### src/rtl/my_out_capture_if.sv
// Capture/drain bus for my_out_capture.
// The producer drives cap_*, the consumer drives rd_ready, and the FIFO drives rd_*.
// The slave modport is the FIFO side.
// The master modport is the producer/consumer (bench) side.
interface my_out_capture_if #(
    parameter int W_SMALL = 2,
    parameter int W_QUAD  = 40,
    parameter int W_WIDE  = 70
);
    logic               cap_valid;
    logic [W_SMALL-1:0] cap_small;
    logic [W_QUAD-1:0]  cap_quad;
    logic [W_WIDE-1:0]  cap_wide;
    logic               rd_valid;
    logic               rd_ready;
    logic [W_SMALL-1:0] rd_small;
    logic [W_QUAD-1:0]  rd_quad;
    logic [W_WIDE-1:0]  rd_wide;

    modport slave (
        input  cap_valid, cap_small, cap_quad, cap_wide, rd_ready,
        output rd_valid, rd_small, rd_quad, rd_wide
    );

    modport master (
        output cap_valid, cap_small, cap_quad, cap_wide, rd_ready,
        input  rd_valid, rd_small, rd_quad, rd_wide
    );
endinterface

### src/rtl/my_out_capture.sv
// Output capture FIFO for the incrementer datapath.
// The producer cannot stall, so the FIFO never back-pressures it.
// Instead, captures that arrive while the FIFO is full are dropped and counted.
// Reads are show-ahead: the head entry is presented combinationally on rd_*.
// Optional macro MY_OUT_CAPTURE_CHKSUM_EN builds an XOR checksum over all pushed entries.
// When the macro is not defined, chk is tied to 0.
module my_out_capture #(
    parameter int DEPTH   = 4,
    parameter int W_SMALL = 2,
    parameter int W_QUAD  = 40,
    parameter int W_WIDE  = 70
) (
    input  logic                     clk,
    input  logic                     reset_l,
    my_out_capture_if.slave          bus,
    output logic [$clog2(DEPTH):0]   count,
    output logic                     full,
    output logic                     empty,
    output logic                     ovf,
    output logic [15:0]              ovf_cnt,
    output logic [W_WIDE-1:0]        chk
);
    localparam int AW = $clog2(DEPTH);
    localparam int CW = AW + 1;
    localparam int W  = W_SMALL + W_QUAD + W_WIDE;

    logic [W-1:0]  mem [DEPTH];
    logic [AW-1:0] wr_ptr;
    logic [AW-1:0] rd_ptr;
    logic [CW-1:0] count_q;
    logic          ovf_q;
    logic [15:0]   ovf_cnt_q;
    logic [W-1:0]  head;
    logic          push;
    logic          pop;
    logic          drop;

    assign full  = (count_q == CW'(DEPTH));
    assign empty = (count_q == '0);
    assign count = count_q;
    assign ovf     = ovf_q;
    assign ovf_cnt = ovf_cnt_q;

    // A pop in the same cycle frees a slot, so a capture into a full FIFO is still accepted.
    assign pop  = !empty && bus.rd_ready;
    assign push = bus.cap_valid && (!full || pop);
    assign drop = bus.cap_valid && full && !pop;

    // Show-ahead head entry, forced to zero while there is nothing to read.
    assign head         = empty ? '0 : mem[rd_ptr];
    assign bus.rd_valid = !empty;
    assign bus.rd_small = head[W-1 -: W_SMALL];
    assign bus.rd_quad  = head[W_WIDE +: W_QUAD];
    assign bus.rd_wide  = head[W_WIDE-1:0];

    // Storage write; memory is intentionally left out of reset.
    always_ff @(posedge clk) begin
        if (push) begin
            mem[wr_ptr] <= {bus.cap_small, bus.cap_quad, bus.cap_wide};
        end
    end

    // Pointers and occupancy; pointers wrap naturally since DEPTH is a power of two.
    always_ff @(posedge clk) begin
        if (!reset_l) begin
            wr_ptr  <= '0;
            rd_ptr  <= '0;
            count_q <= '0;
        end else begin
            if (push) wr_ptr <= wr_ptr + 1'b1;
            if (pop)  rd_ptr <= rd_ptr + 1'b1;
            case ({push, pop})
                2'b10:   count_q <= count_q + 1'b1;
                2'b01:   count_q <= count_q - 1'b1;
                default: count_q <= count_q;
            endcase
        end
    end

    // Sticky overflow flag and saturating drop counter.
    always_ff @(posedge clk) begin
        if (!reset_l) begin
            ovf_q     <= 1'b0;
            ovf_cnt_q <= '0;
        end else if (drop) begin
            ovf_q <= 1'b1;
            if (ovf_cnt_q != 16'hFFFF) ovf_cnt_q <= ovf_cnt_q + 16'd1;
        end
    end

`ifdef MY_OUT_CAPTURE_CHKSUM_EN
    logic [W_WIDE-1:0] chk_q;

    // XOR checksum over accepted captures only; it is updated on the same edge as the write.
    always_ff @(posedge clk) begin
        if (!reset_l) begin
            chk_q <= '0;
        end else if (push) begin
            chk_q <= chk_q ^ bus.cap_wide ^ W_WIDE'(bus.cap_quad) ^ W_WIDE'(bus.cap_small);
        end
    end

    assign chk = chk_q;
`else
    assign chk = '0;
`endif

endmodule

### src/flat_wrapper.sv
// flat-port wrapper written by rule: the top's interface ports become plain ports
module my_out_capture_flat 
#(
    parameter int DEPTH   = 4,
    parameter int W_SMALL = 2,
    parameter int W_QUAD  = 40,
    parameter int W_WIDE  = 70
)
  (clk, reset_l, count, full, empty, ovf, ovf_cnt, chk, bus_cap_valid, bus_cap_small, bus_cap_quad, bus_cap_wide, bus_rd_ready, bus_rd_valid, bus_rd_small, bus_rd_quad, bus_rd_wide);
  my_out_capture_if #(.W_SMALL(W_SMALL), .W_QUAD(W_QUAD), .W_WIDE(W_WIDE)) bus_i ();
  input  logic clk;
  input  logic reset_l;
  output logic [$clog2(DEPTH):0] count;
  output logic full;
  output logic empty;
  output logic ovf;
  output logic [15:0] ovf_cnt;
  output logic [W_WIDE-1:0] chk;
  input wire logic [$bits(bus_i.cap_valid)-1:0] bus_cap_valid;
  input wire logic [$bits(bus_i.cap_small)-1:0] bus_cap_small;
  input wire logic [$bits(bus_i.cap_quad)-1:0] bus_cap_quad;
  input wire logic [$bits(bus_i.cap_wide)-1:0] bus_cap_wide;
  input wire logic [$bits(bus_i.rd_ready)-1:0] bus_rd_ready;
  output wire logic [$bits(bus_i.rd_valid)-1:0] bus_rd_valid;
  output wire logic [$bits(bus_i.rd_small)-1:0] bus_rd_small;
  output wire logic [$bits(bus_i.rd_quad)-1:0] bus_rd_quad;
  output wire logic [$bits(bus_i.rd_wide)-1:0] bus_rd_wide;
  assign bus_i.cap_valid = bus_cap_valid;
  assign bus_i.cap_small = bus_cap_small;
  assign bus_i.cap_quad = bus_cap_quad;
  assign bus_i.cap_wide = bus_cap_wide;
  assign bus_i.rd_ready = bus_rd_ready;
  assign bus_rd_valid = bus_i.rd_valid;
  assign bus_rd_small = bus_i.rd_small;
  assign bus_rd_quad = bus_i.rd_quad;
  assign bus_rd_wide = bus_i.rd_wide;
  my_out_capture #(.DEPTH(DEPTH), .W_SMALL(W_SMALL), .W_QUAD(W_QUAD), .W_WIDE(W_WIDE)) u_core (.clk(clk), .reset_l(reset_l), .bus(bus_i), .count(count), .full(full), .empty(empty), .ovf(ovf), .ovf_cnt(ovf_cnt), .chk(chk));
endmodule
### config.mk
export PLATFORM = sky130hd
export DESIGN_NAME = my_out_capture_flat
export DESIGN_NICKNAME = d
export VERILOG_FILES = /design/src/rtl/my_out_capture_if.sv /design/src/rtl/my_out_capture.sv /design/src/flat_wrapper.sv
export SDC_FILE = /design/constraint.sdc
export NUM_CORES = 1
export LEC_CHECK = 0
export ABC_CLOCK_PERIOD_IN_PS = 7900
export BUFFER_PORTS_ARGS = -buffer_cell sky130_fd_sc_hd__clkbuf_2
export CORE_UTILIZATION = 55
export CTS_CLUSTER_SIZE = 25
export DETAILED_ROUTE_END_ITERATION = 6
export PLACE_DENSITY = 0.78
export SLEW_MARGIN = 10
export SYNTH_ARGS = -nofsm -noshare
export SYNTH_HDL_FRONTEND = slang
export SYNTH_SLANG_ARGS = --single-unit
export TNS_END_PERCENT = 20
### constraint.sdc
create_clock -name clk -period 7.9 [get_ports clk]
set_input_delay 0.79 -clock clk [delete_from_list [all_inputs] [get_ports clk]]
set_output_delay 0.79 -clock clk [all_outputs]
set_load 0.01 [all_outputs]
==> results of run 1 <==
## state kept, by name, summed over array words and instances (netlist names), named ones only
register        count
u_core.wr_ptr       2
u_core.mem        448
u_core.rd_ptr       2
u_core.ovf          1
u_core.count        3
u_core.ovf_cnt     16
## area by class of cell
| type | instances | area (um2) |
|---|---|---|
| Sequential cell | 474 | 14000 |
| Fill cell | 2327 | 11800 |
| Inverter | 9 | 33.8 |
| Timing Repair Buffer | 260 | 1330 |
| Clock buffer | 62 | 1270 |
| Clock inverter | 26 | 236 |
| Tap cell | 448 | 561 |
| Antenna cell | 1 | 2.50 |
| Multi-Input combinational cell | 419 | 4360 |
## cells by family after synthesis
logic type,Yosys count
adders and majority gates,6
DFF,474
xor gates and xnor gates,5
buffers and inverters,123
and+or+nand+nor,183
other,1
AOI/OAI and AO/OA,39
muxes,116
## routing by layer
layer	track usage	routed length (um)
met2	0.332	17300
met4	0.0476	585
met3	0.0578	2770
met1	0.265	14600
met5	0	17
## worst max-delay path: cells and delay by family (launching register included)
kind | cells | cell delay (ps)
buffers and inverters | 2 | 770
AND/OR/NAND/NOR | 1 | 180
multiplexers | 1 | 420
flip-flops | 1 | 1090
## through the flow
stage	area (um2)	utilization	hold WS [ps]
finish	21800	0.648	461
floorplan	19100	-	485
detailed placement	20300	0.603	458
global route	21800	0.648	439
global placement	20300	0.603	448
CTS	21800	0.648	439
## layout by cell type (no fill, tap or decap), drive strengths merged, types with 2 or more instances in the layout
cell,synthesis,routed
nor3b,3,3
a31oi,2,2
nor3,2,2
and4,5,5
bufinv,0,4
a21oi,12,12
clkbuf,17,312
mux2i,4,4
o31ai,5,5
buf,97,10
and3b,2,2
or3,3,3
nand4,5,5
clkinv,1,22
ha,5,5
conb,1,70
nand3,7,7
a2111oi,2,2
o21a,3,3
inv,8,9
nor2,15,15
nand2b,3,3
o41ai,4,4
dfxtp,26,26
and3,2,2
mux4,112,112
edfxtp,448,448
and2,117,117
o21ai,4,4
nand2,10,10
or4,5,5
o311ai,2,2
xor2,4,4
## power groups by stage
stage	combinational (uW)	clock, uW	sequential (uW)
2_1_floorplan	518	0	2980
3_3_place_gp	746	0	2990
3_5_place_dp	753	0	2990
4_1_cts	758	2200	2940
5_1_grt	805	2300	2950
6_report	741	2160	2940
## worst max-delay path by stage
stage                                  end  slack (ps)  cells after the start
2_1_floorplan   u_core.mem[0][0]$_DFFE_PP_        3410                      4
4_1_cts                    bus_rd_wide[57]        3940                      4
3_5_place_dp   u_core.mem[1][89]$_DFFE_PP_        4040                      6
3_3_place_gp   u_core.mem[0][88]$_DFFE_PP_        4110                      6
6_report                   bus_rd_quad[11]        4030                      4
5_1_grt                    bus_rd_quad[35]        3800                      4
==> insert_results.sql, run 1 <==
INSERT INTO impl_metrics (metric_group, metric, value, unit) VALUES
('status', 'run_status', 'finished, final reports clean', ''),
('clock_network', 'clk_transition_reported_paths', '60', 'ps'),
('global_route', 'grt_start_max_net_pins', '76', ''),
('power_and_ir_drop', 'power.density_cell_area', '268', 'nW/um2'),
('clock_network', 'clock_sink_count', '474', ''),
('power_and_ir_drop', 'worst_ir_drop_vdd', '0.000203', 'V'),
('logic_synthesis', 'synth_xor_xnor_area_share', '0.00232', ''),
('drt', 'avgViaCountPerCell', '5.49', ''),
('final_layout', 'finish.cell_count_without_fillers', '1699', ''),
('timing', 'clock-skew-final', '20.4', 'ps'),
('logic_synthesis', 'count_of_synthesis_stage_warnings_from_yosys', '0', ''),
('logic_synthesis', 'ys_types', '51', ''),
('drt', 'drt_pass1_iterations', '4', ''),
('power_and_ir_drop', 'total_power', '5840', 'uW'),
('global_route', 'grt_antenna_before_repair', '2', ''),
('power_and_ir_drop', 'power.sequential.fraction', '0.503', ''),
('drt', 'initial_drt_markers', '562', ''),
('final_layout', 'syn2layout_area_growth', '15.6', '%'),
('timing', 'worst_slew_margin_rel', '0.231', ''),
('min_path', 'hold-path-endpoint', 'u_core.mem[1][76]$_DFFE_PP_', ''),
('logic_synthesis', 'synth-seq-area-share', '0.742', ''),
('drt', 'routed-via-count', '9335', ''),
('floorplan', 'floorplan.initialDensity', '0.561', ''),
('critical_path', 'critical_path_class', 'reg -> out', ''),
('floorplan', 'design.portCount', '321', ''),
('critical_path', 'cp_slowest_stage_delay', '1090', 'ps'),
('critical_path', 'crit_path_max_fanout', '75', ''),
('logic_synthesis', 'synth.ff_latch_count', '474', ''),
('clock_network', 'cts_inserted_buffers', '48', ''),
('floorplan', 'die-area', '35000', 'um2'),
('global_route', 'gr-total-overflow', '0', ''),
('placed_design', 'place_congestion', '0.754', ''),
('timing', 'final_hold_viol_count', '0', ''),
('logic_synthesis', 'synth_edf_count', '448', ''),
('timing', 'post-route-min-period', '3870', 'ps'),
('timing', 'setup_viol_count_final', '0', ''),
('clock_network', 'h_tree_depth', '2', ''),
('timing', 'tns', '0', 'ps'),
('drt', 'remaining_drc_errors', '0', ''),
('clock_network', 'ctsResizeCount', '0', ''),
('floorplan', 'die_width', '187', 'um'),
('clock_network', 'clk_latency', '550', 'ps'),
('global_route', 'grt_first_pass_wirelength', '53600', 'um'),
('global_route', 'number_of_global_route_vias_before_repair', '9524', ''),
('timing', 'final.setup.worst_slack', '4030', 'ps'),
('critical_path', 'timing.critical_path.to_type', 'output port', ''),
('timing', 'timing_worst_slew_pin_value', '1150', 'ps'),
('clock_network', 'cts_root_buffer', 'sky130_fd_sc_hd__clkbuf_16', ''),
('logic_synthesis', 'post_synth_and_or_nand_nor_area_fraction', '0.0601', ''),
('placed_design', 'dp.cells', '1610', ''),
('critical_path', 'worst_ep_arrival_time', '3080', 'ps'),
('final_layout', 'final_layout_size_suffix_gt1_frac', '0.360', ''),
('power_and_ir_drop', 'p_sw_frac', '0.231', ''),
('logic_synthesis', 'synth_common_cells', 'sky130_fd_sc_hd__edfxtp_1 (448), sky130_fd_sc_hd__and2_1 (117), sky130_fd_sc_hd__mux4_2 (112), sky130_fd_sc_hd__buf_4 (78), sky130_fd_sc_hd__dfxtp_1 (26)', ''),
('drt', 'totalWireLength', '35200', 'um'),
('logic_synthesis', 'yosysTopAreaCellShare', '0.714', ''),
('power_and_ir_drop', 'p_int', '4490', 'uW'),
('logic_synthesis', 'synth_ff_type', 'sky130_fd_sc_hd__edfxtp_1', ''),
('min_path', 'timing.hold.worst.start', 'bus_cap_quad[6]', ''),
('logic_synthesis', 'synthesis.area', '18800', 'um2'),
('clock_network', 'clk_path_buf_depth', '3', ''),
('floorplan', 'core_area', '33600', 'um2'),
('job', 'cap_viol_max_count', '0', ''),
('critical_path', 'timing.rr.end', 'u_core.mem[0][87]$_DFFE_PP_', ''),
('power_and_ir_drop', 'combinational_share_of_power', '0.127', ''),
('logic_synthesis', 'synth_top_family_by_area', 'multiplexers', ''),
('logic_synthesis', 'area_share_of_fa_ha_maj_cells_after_synthesis', '0.00438', ''),
('power_and_ir_drop', 'net_load_switching_power', '1350', 'uW'),
('logic_synthesis', 'library_cell_with_the_largest_summed_area_after_synthesis', 'sky130_fd_sc_hd__edfxtp_1', ''),
('critical_path', 'crit_path_start_kind', 'flip-flop', ''),
('timing', 'share_of_the_clock_period_used_by_the_worst_path_after_layout', '0.490', '');
No activity file was read; power rests on OpenSTA's default activity.
==> inputs of run 2 (changes only) <==
--- a/config.mk
+++ b/config.mk
@@ -5,12 +5,12 @@
 export SDC_FILE = /design/constraint.sdc
 export NUM_CORES = 1
 export LEC_CHECK = 0
-export ABC_CLOCK_PERIOD_IN_PS = 7900
+export ABC_CLOCK_PERIOD_IN_PS = 3540
 export BUFFER_PORTS_ARGS = -buffer_cell sky130_fd_sc_hd__clkbuf_2
-export CORE_UTILIZATION = 55
+export CORE_UTILIZATION = 51
 export CTS_CLUSTER_SIZE = 25
 export DETAILED_ROUTE_END_ITERATION = 6
-export PLACE_DENSITY = 0.78
+export PLACE_DENSITY = 0.76
 export SLEW_MARGIN = 10
 export SYNTH_ARGS = -nofsm -noshare
 export SYNTH_HDL_FRONTEND = slang
==> constraint.sdc (replaced) <==
create_clock -name clk -period 3.54 [get_ports clk]
set_input_delay 0.354 -clock clk [delete_from_list [all_inputs] [get_ports clk]]
set_output_delay 0.354 -clock clk [all_outputs]
set_load 0.01 [all_outputs]
==> run 2 against run 1 <==
Effect of this change:
- total power rose by 130%
- final area is 5.6% higher
- combinational power increased by 140%
- critical endpoint is now bus_rd_quad[29]
==> insert_results.sql, run 2 (synthesis results as in run 1) <==
INSERT INTO impl_metrics (metric_group, metric, value, unit) VALUES
('clock_network', 'cts_root_buffer', 'sky130_fd_sc_hd__clkbuf_16', ''),
('final_layout', 'layout.cells.most_common_list', 'sky130_fd_sc_hd__edfxtp_1 (448), sky130_fd_sc_hd__clkbuf_2 (250), sky130_fd_sc_hd__and2_1 (113), sky130_fd_sc_hd__mux4_2 (112), sky130_fd_sc_hd__dlygate4sd3_1 (97)', ''),
('critical_path', 'critical_path_class', 'reg -> out', ''),
('timing', 'setup_viol_count_final', '0', ''),
('global_route', 'grtUsageTotal', '0.199', ''),
('final_layout', 'num-fill-cells', '2522', ''),
('floorplan', 'die_width', '194', 'um'),
('final_layout', 'registers.top_by_ff_count', 'u_core.mem', ''),
('status', 'run_status', 'finished, final reports clean', ''),
('floorplan', 'die-area', '37700', 'um2'),
('drt', 'totalWireLength', '37000', 'um'),
('floorplan', 'core.rowCount', '70', ''),
('critical_path', 'worst_ep_arrival_time', '2450', 'ps'),
('placed_design', 'number_of_port_buffers', '250', ''),
('drt', 'initial_drt_markers', '589', ''),
('timing', 'slew_viols_final', '0', ''),
('floorplan', 'design.portCount', '321', ''),
('final_layout', 'syn2layout_area_growth', '22.0', '%'),
('critical_path', 'crit_path_max_fanout', '57', ''),
('critical_path', 'timing.critical_path.to_type', 'output port', ''),
('timing', 'share_of_the_clock_period_used_by_the_worst_path_after_layout', '0.793', ''),
('drt', 'avgViaCountPerCell', '5.40', ''),
('drt', 'routed-via-count', '9842', ''),
('placed_design', 'detailedPlacementHpwl', '21200', 'um'),
('clock_network', 'ctsResizeCount', '0', ''),
('global_route', 'grt_start_max_net_pins', '113', ''),
('power_and_ir_drop', 'power.density_cell_area', '579', 'nW/um2'),
('min_path', 'timing.hold.worst.class', 'in -> reg', ''),
('drt', 'drt_pass1_iterations', '5', ''),
('global_route', 'grt_antenna_before_repair', '3', ''),
('clock_network', 'clk_latency', '560', 'ps'),
('clock_network', 'h_tree_depth', '2', ''),
('power_and_ir_drop', 'pleak', '0.00813', 'uW'),
('clock_network', 'clk_transition_reported_paths', '60', 'ps'),
('drt', 'drt-wirelength-per-cell', '20.3', 'um'),
('final_layout', 'fin_util', '0.630', ''),
('final_layout', 'finalNetCount', '1437', ''),
('critical_path', 'crit_path_start_kind', 'flip-flop', ''),
('timing', 'timing_worst_slew_pin_value', '723', 'ps'),
('drt', 'remaining_drc_errors', '0', ''),
('final_layout', 'largest_register_ff_count', '448', ''),
('placed_design', 'place_congestion', '0.784', ''),
('floorplan', 'die_h', '194', 'um'),
('global_route', 'grt_first_pass_wirelength', '56900', 'um'),
('timing', 'clock-skew-final', '14.1', 'ps'),
('clock_network', 'postCtsHoldBufs', '97', ''),
('timing', 'achievable-frequency', '0.356', 'GHz'),
('global_route', 'gr-total-overflow', '0', ''),
('floorplan', 'floorplan.initialDensity', '0.516', ''),
('clock_network', 'clock_sink_count', '474', ''),
('global_route', 'number_of_global_route_vias_before_repair', '10100', ''),
('final_layout', 'final_layout_size_suffix_gt1_frac', '0.342', ''),
('drt', 'ant_nets', '0', ''),
('job', 'cap_viol_max_count', '0', ''),
('floorplan', 'core_area', '36500', 'um2'),
('critical_path', 'critPathRequiredTime', '3190', 'ps'),
('clock_network', 'cts_inserted_buffers', '48', ''),
('clock_network', 'clk_path_buf_depth', '3', ''),
('final_layout', 'final_common_cell', 'sky130_fd_sc_hd__edfxtp_1', ''),
('timing', 'rsz_0062_raised_after_global_routing', 'false', ''),
('timing', 'tns', '0', 'ps'),
('clock_network', 'cts_tree', 'done', ''),
('timing', 'final_hold_viol_count', '0', ''),
('timing', 'post-route-min-period', '2810', 'ps'),
('timing', 'worst_slew_margin_rel', '0.518', ''),
('clock_network', 'total_setup_buffers_inserted_after_cts', '0', ''),
('power_and_ir_drop', 'worst_ir_drop_vdd', '0.000500', 'V');
-- run 2: area by class of cell --
cell class	count	area [um2]	share of cell area
Sequential cell	474	14000	0.608
Multi-Input combinational cell	419	4360	0.190
Timing Repair Buffer	363	2450	0.107
Clock buffer	57	1270	0.0554
Tap cell	468	586	0.0255
Clock inverter	32	299	0.0130
Inverter	9	33.8	0.00147
Antenna cell	1	2.50	0.000109
-- run 2: worst max-delay path, cell delays in order, from the launching register on --
cell                       delay (ps)
sky130_fd_sc_hd__dfxtp_1          460
sky130_fd_sc_hd__or3_4            580
sky130_fd_sc_hd__buf_4            430
sky130_fd_sc_hd__and2_1           230
sky130_fd_sc_hd__clkbuf_2         150
-- run 2: final timing paths --
path	depth (start not counted)	to	slack, ps	start
setup / recovery	4	bus_rd_quad[29]	730	u_core.count[0]$_SDFFE_PN0P_
hold / removal	1	u_core.mem[2][11]$_DFFE_PP_	30	bus_cap_wide[11]
setup reg to reg	4	u_core.mem[3][57]$_DFFE_PP_	990	u_core.count[0]$_SDFFE_PN0P_
hold reg to reg	2	u_core.ovf$_SDFFE_PN0P_	480	u_core.ovf$_SDFFE_PN0P_
-- run 2: where the power goes --
part	switching [uW]	internal [uW]
logic	962	838
clock network	2030	2940
registers	93.0	6450
-- run 2: through the flow --
| stage | std cells | total power [uW] | setup slack (ps) | cell area, um2 | hold WS [ps] |
|---|---|---|---|---|---|
| finish | 1823 | 13300 | 733 | 23000 | 32.8 |
| global route | 1823 | 13800 | 519 | 23000 | 5.74 |
| CTS | 1822 | 13500 | 626 | 23000 | 2.22 |
| detailed placement | 1636 | 8400 | 949 | 20400 | 475 |
| global placement | 1636 | 8360 | 1030 | 20400 | 474 |
| floorplan | 1016 | 7800 | -572 | 19100 | 453 |
-- run 2: metal layers --
metal / GRT usage / wire length, um / vias up
li1: - / - / 4388
met1: 0.260 / 15100 / 5015
met2: 0.334 / 18800 / 383
met3: 0.0471 / 2440 / 54
met4: 0.0541 / 668 / 2
met5: 0 / 13 / -
==> inputs of run 3 (changes only) <==
--- a/config.mk
+++ b/config.mk
@@ -5,7 +5,7 @@
 export SDC_FILE = /design/constraint.sdc
 export NUM_CORES = 1
 export LEC_CHECK = 0
-export ABC_CLOCK_PERIOD_IN_PS = 3540
+export ABC_CLOCK_PERIOD_IN_PS = 2360
 export BUFFER_PORTS_ARGS = -buffer_cell sky130_fd_sc_hd__clkbuf_2
 export CORE_UTILIZATION = 51
 export CTS_CLUSTER_SIZE = 25
==> constraint.sdc (replaced) <==
create_clock -name clk -period 2.36 [get_ports clk]
set_input_delay 0.236 -clock clk [delete_from_list [all_inputs] [get_ports clk]]
set_output_delay 0.236 -clock clk [all_outputs]
set_load 0.01 [all_outputs]
==> run 3 against run 2 <==
Effect of this change:
- the flow now finishes with violations (setup timing)
- hold slack improved by 67 ps
- global-route usage up 0.93 points
- critical path type unchanged
- first-iteration DRC count shrank 28%
- clock power is 49% higher
- register-to-register slack lost 590 ps
- critical endpoint is now bus_rd_quad[10]
- highest routed layer is now met4
- largest cell class unchanged
- non-clock buffer count increased by 48
- critical path depth up 2
==> insert_results.sql, run 3 (synthesis results as in run 1) <==
INSERT INTO impl_metrics (metric_group, metric, value, unit) VALUES
('status', 'run_status', 'complete, but fails checks', ''),
('status', 'failed_checks', 'setup timing', ''),
('timing', 'slew_viols_final', '0', ''),
('critical_path', 'critPathRequiredTime', '2120', 'ps'),
('power_and_ir_drop', 'power.density_cell_area', '856', 'nW/um2'),
('global_route', 'grt_antenna_before_repair', '4', ''),
('timing', 'share_of_the_clock_period_used_by_the_worst_path_after_layout', '1.03', ''),
('timing', 'setup_viol_count_final', '45', ''),
('timing', 'final_hold_viol_count', '0', ''),
('final_layout', 'layout.cells.most_common_list', 'sky130_fd_sc_hd__edfxtp_1 (448), sky130_fd_sc_hd__clkbuf_2 (227), sky130_fd_sc_hd__mux4_2 (112), sky130_fd_sc_hd__dlygate4sd3_1 (112), sky130_fd_sc_hd__conb_1 (70)', ''),
('timing', 'timing_worst_slew_pin_value', '541', 'ps'),
('drt', 'totalWireLength', '39400', 'um'),
('power_and_ir_drop', 'net_load_switching_power', '4810', 'uW'),
('clock_network', 'clk_transition_reported_paths', '60', 'ps'),
('final_layout', 'final_layout_size_suffix_gt1_frac', '0.386', ''),
('min_path', 'timing.hold.worst.class', 'in -> reg', ''),
('timing', 'clock-skew-final', '11.8', 'ps'),
('global_route', 'grtUsageTotal', '0.208', ''),
('floorplan', 'die_width', '194', 'um'),
('timing', 'achievable-frequency', '0.412', 'GHz'),
('clock_network', 'cts_root_buffer', 'sky130_fd_sc_hd__clkbuf_16', ''),
('drt', 'ant_nets', '0', ''),
('power_and_ir_drop', 'power.sequential.fraction', '0.475', ''),
('placed_design', 'detailedPlacementHpwl', '21900', 'um'),
('floorplan', 'die_h', '194', 'um'),
('placed_design', 'number_of_port_buffers', '250', ''),
('drt', 'routed-via-count', '10100', ''),
('final_layout', 'largest_register_ff_count', '448', ''),
('clock_network', 'cts_inserted_buffers', '47', ''),
('drt', 'remaining_drc_errors', '0', ''),
('timing', 'post-route-min-period', '2430', 'ps'),
('power_and_ir_drop', 'total_power', '20600', 'uW'),
('timing', 'worst_slew_margin_rel', '0.639', ''),
('timing', 'rsz_0062_raised_after_global_routing', 'true', ''),
('clock_network', 'clk_path_buf_depth', '3', ''),
('critical_path', 'crit_path_max_fanout', '7', ''),
('global_route', 'grt_first_pass_wirelength', '59200', 'um'),
('clock_network', 'clk_latency', '570', 'ps'),
('power_and_ir_drop', 'pleak', '0.00859', 'uW'),
('clock_network', 'clock_sink_count', '474', ''),
('drt', 'drt_pass1_iterations', '7', ''),
('clock_network', 'cts_tree', 'done', ''),
('power_and_ir_drop', 'combinational_share_of_power', '0.166', ''),
('floorplan', 'design.portCount', '321', ''),
('placed_design', 'dpl_worst_slack', '431', 'ps'),
('global_route', 'number_of_global_route_vias_before_repair', '10600', ''),
('critical_path', 'timing.critical_path.to_type', 'output port', ''),
('floorplan', 'core.rowCount', '70', ''),
('drt', 'initial_drt_markers', '427', ''),
('critical_path', 'crit_path_start_kind', 'flip-flop', ''),
('floorplan', 'die-area', '37700', 'um2'),
('floorplan', 'core_area', '36500', 'um2'),
('job', 'cap_viol_max_count', '0', ''),
('final_layout', 'num-fill-cells', '2377', ''),
('power_and_ir_drop', 'worst_ir_drop_vdd', '0.000817', 'V'),
('power_and_ir_drop', 'p_sw_frac', '0.233', ''),
('global_route', 'gr-total-overflow', '0', ''),
('final_layout', 'regArea', '14000', 'um2'),
('final_layout', 'registers.top_by_ff_count', 'u_core.mem', ''),
('drt', 'avgViaCountPerCell', '5.37', ''),
('drt', 'drt-wirelength-per-cell', '21.0', 'um'),
('placed_design', 'place_congestion', '0.757', ''),
('critical_path', 'worst_ep_arrival_time', '2190', 'ps'),
('clock_network', 'h_tree_depth', '2', ''),
('final_layout', 'syn2layout_area_growth', '27.8', '%'),
('critical_path', 'critical_path_class', 'reg -> out', ''),
('final_layout', 'finalNetCount', '1484', ''),
('timing', 'final.setup.worst_slack', '-67.0', 'ps'),
('global_route', 'grt_start_max_net_pins', '117', ''),
('final_layout', 'final_common_cell', 'sky130_fd_sc_hd__edfxtp_1', ''),
('floorplan', 'floorplan.initialDensity', '0.516', ''),
('power_and_ir_drop', 'p_int', '15800', 'uW'),
('power_and_ir_drop', 'clockPowerShare', '0.359', ''),
('final_layout', 'multi_input_area', '4480', 'um2');
[run 3: cell types whose count changed in the layout (fill, tap and decap cells not counted), sizes merged]
cell,delta
bufinv,+1
buf,+52
clkinv,-1
clkbuf,-21
diode,+3
dlygate4sd3,+15
[run 3: timing repair]
item / in CTS / in global routing
buffers inserted: 10 / 0
pin swaps: 0 / 0
cloned: 4 / 4
setup endpoints to repair: 82 / 110
hold endpoints to repair: 448 / 0
gates resized for setup: 9 / 102
hold buffers: 112 / 0
[run 3: area by class of cell]
class	instances	share of cell area
sequential	474	0.581
multi-input combinational	419	0.186
timing repair buffer	411	0.143
clock buffer	55	0.0505
tap	468	0.0243
clock inverter	32	0.0136
inverter	9	0.00140
antenna	4	0.000416
[run 3: final timing paths]
check,startpoint,endpoint,slack (ps),cells after the start
hold reg to reg,u_core.ovf$_SDFFE_PN0P_,u_core.ovf$_SDFFE_PN0P_,490,2
setup / recovery,flip-flop,bus_rd_quad[10],-70,6
hold / removal,reset_l,u_core.count[0]$_SDFFE_PN0P_,100,2
setup reg to reg,u_core.count[0]$_SDFFE_PN0P_,u_core.mem[1][92]$_DFFE_PP_,400,5
[run 3: per-stage QoR]
step	area [um2]	std cells	hold WS, ps	utilization	TNS [ps]
2_1_floorplan	19100	1016	335	-	-237100
3_3_place_gp	20700	1652	451	0.568	0
3_5_place_dp	20700	1652	456	0.568	0
4_1_cts	23700	1865	61.7	0.650	-5730
5_1_grt	24100	1872	93.2	0.659	-7850
6_report	24100	1872	99.3	0.659	-942
[run 3: power groups by stage]
| stage | Sequential (uW) | Combinational, uW | Clock, uW |
|---|---|---|---|
| 6_report | 9790 | 3420 | 7410 |
| 5_1_grt | 9820 | 3670 | 7860 |
| 4_1_cts | 9790 | 3150 | 7550 |
| 3_5_place_dp | 9960 | 2730 | 0 |
| 3_3_place_gp | 9930 | 2690 | 0 |
| 2_1_floorplan | 9940 | 1740 | 0 |
[run 3: layer usage]
| layer | vias to the layer above | routed length (um) | part of all wire | GRT usage |
|---|---|---|---|---|
| met5 | - | 0 | 0 | 0 |
| met4 | 0 | 862 | 0.022 | 0.0682 |
| met3 | 58 | 2850 | 0.072 | 0.0525 |
| met2 | 393 | 20000 | 0.51 | 0.355 |
| met1 | 5109 | 15700 | 0.40 | 0.261 |
| li1 | 4495 | - | - | - |
[run 3: worst max-delay path, stage by stage (launching register included)]
cell and delay (ps):
sky130_fd_sc_hd__dfxtp_4 410, sky130_fd_sc_hd__buf_12 130, sky130_fd_sc_hd__buf_16 140, sky130_fd_sc_hd__buf_12 120
sky130_fd_sc_hd__mux4_2 500, sky130_fd_sc_hd__and2_4 180, sky130_fd_sc_hd__buf_6 110
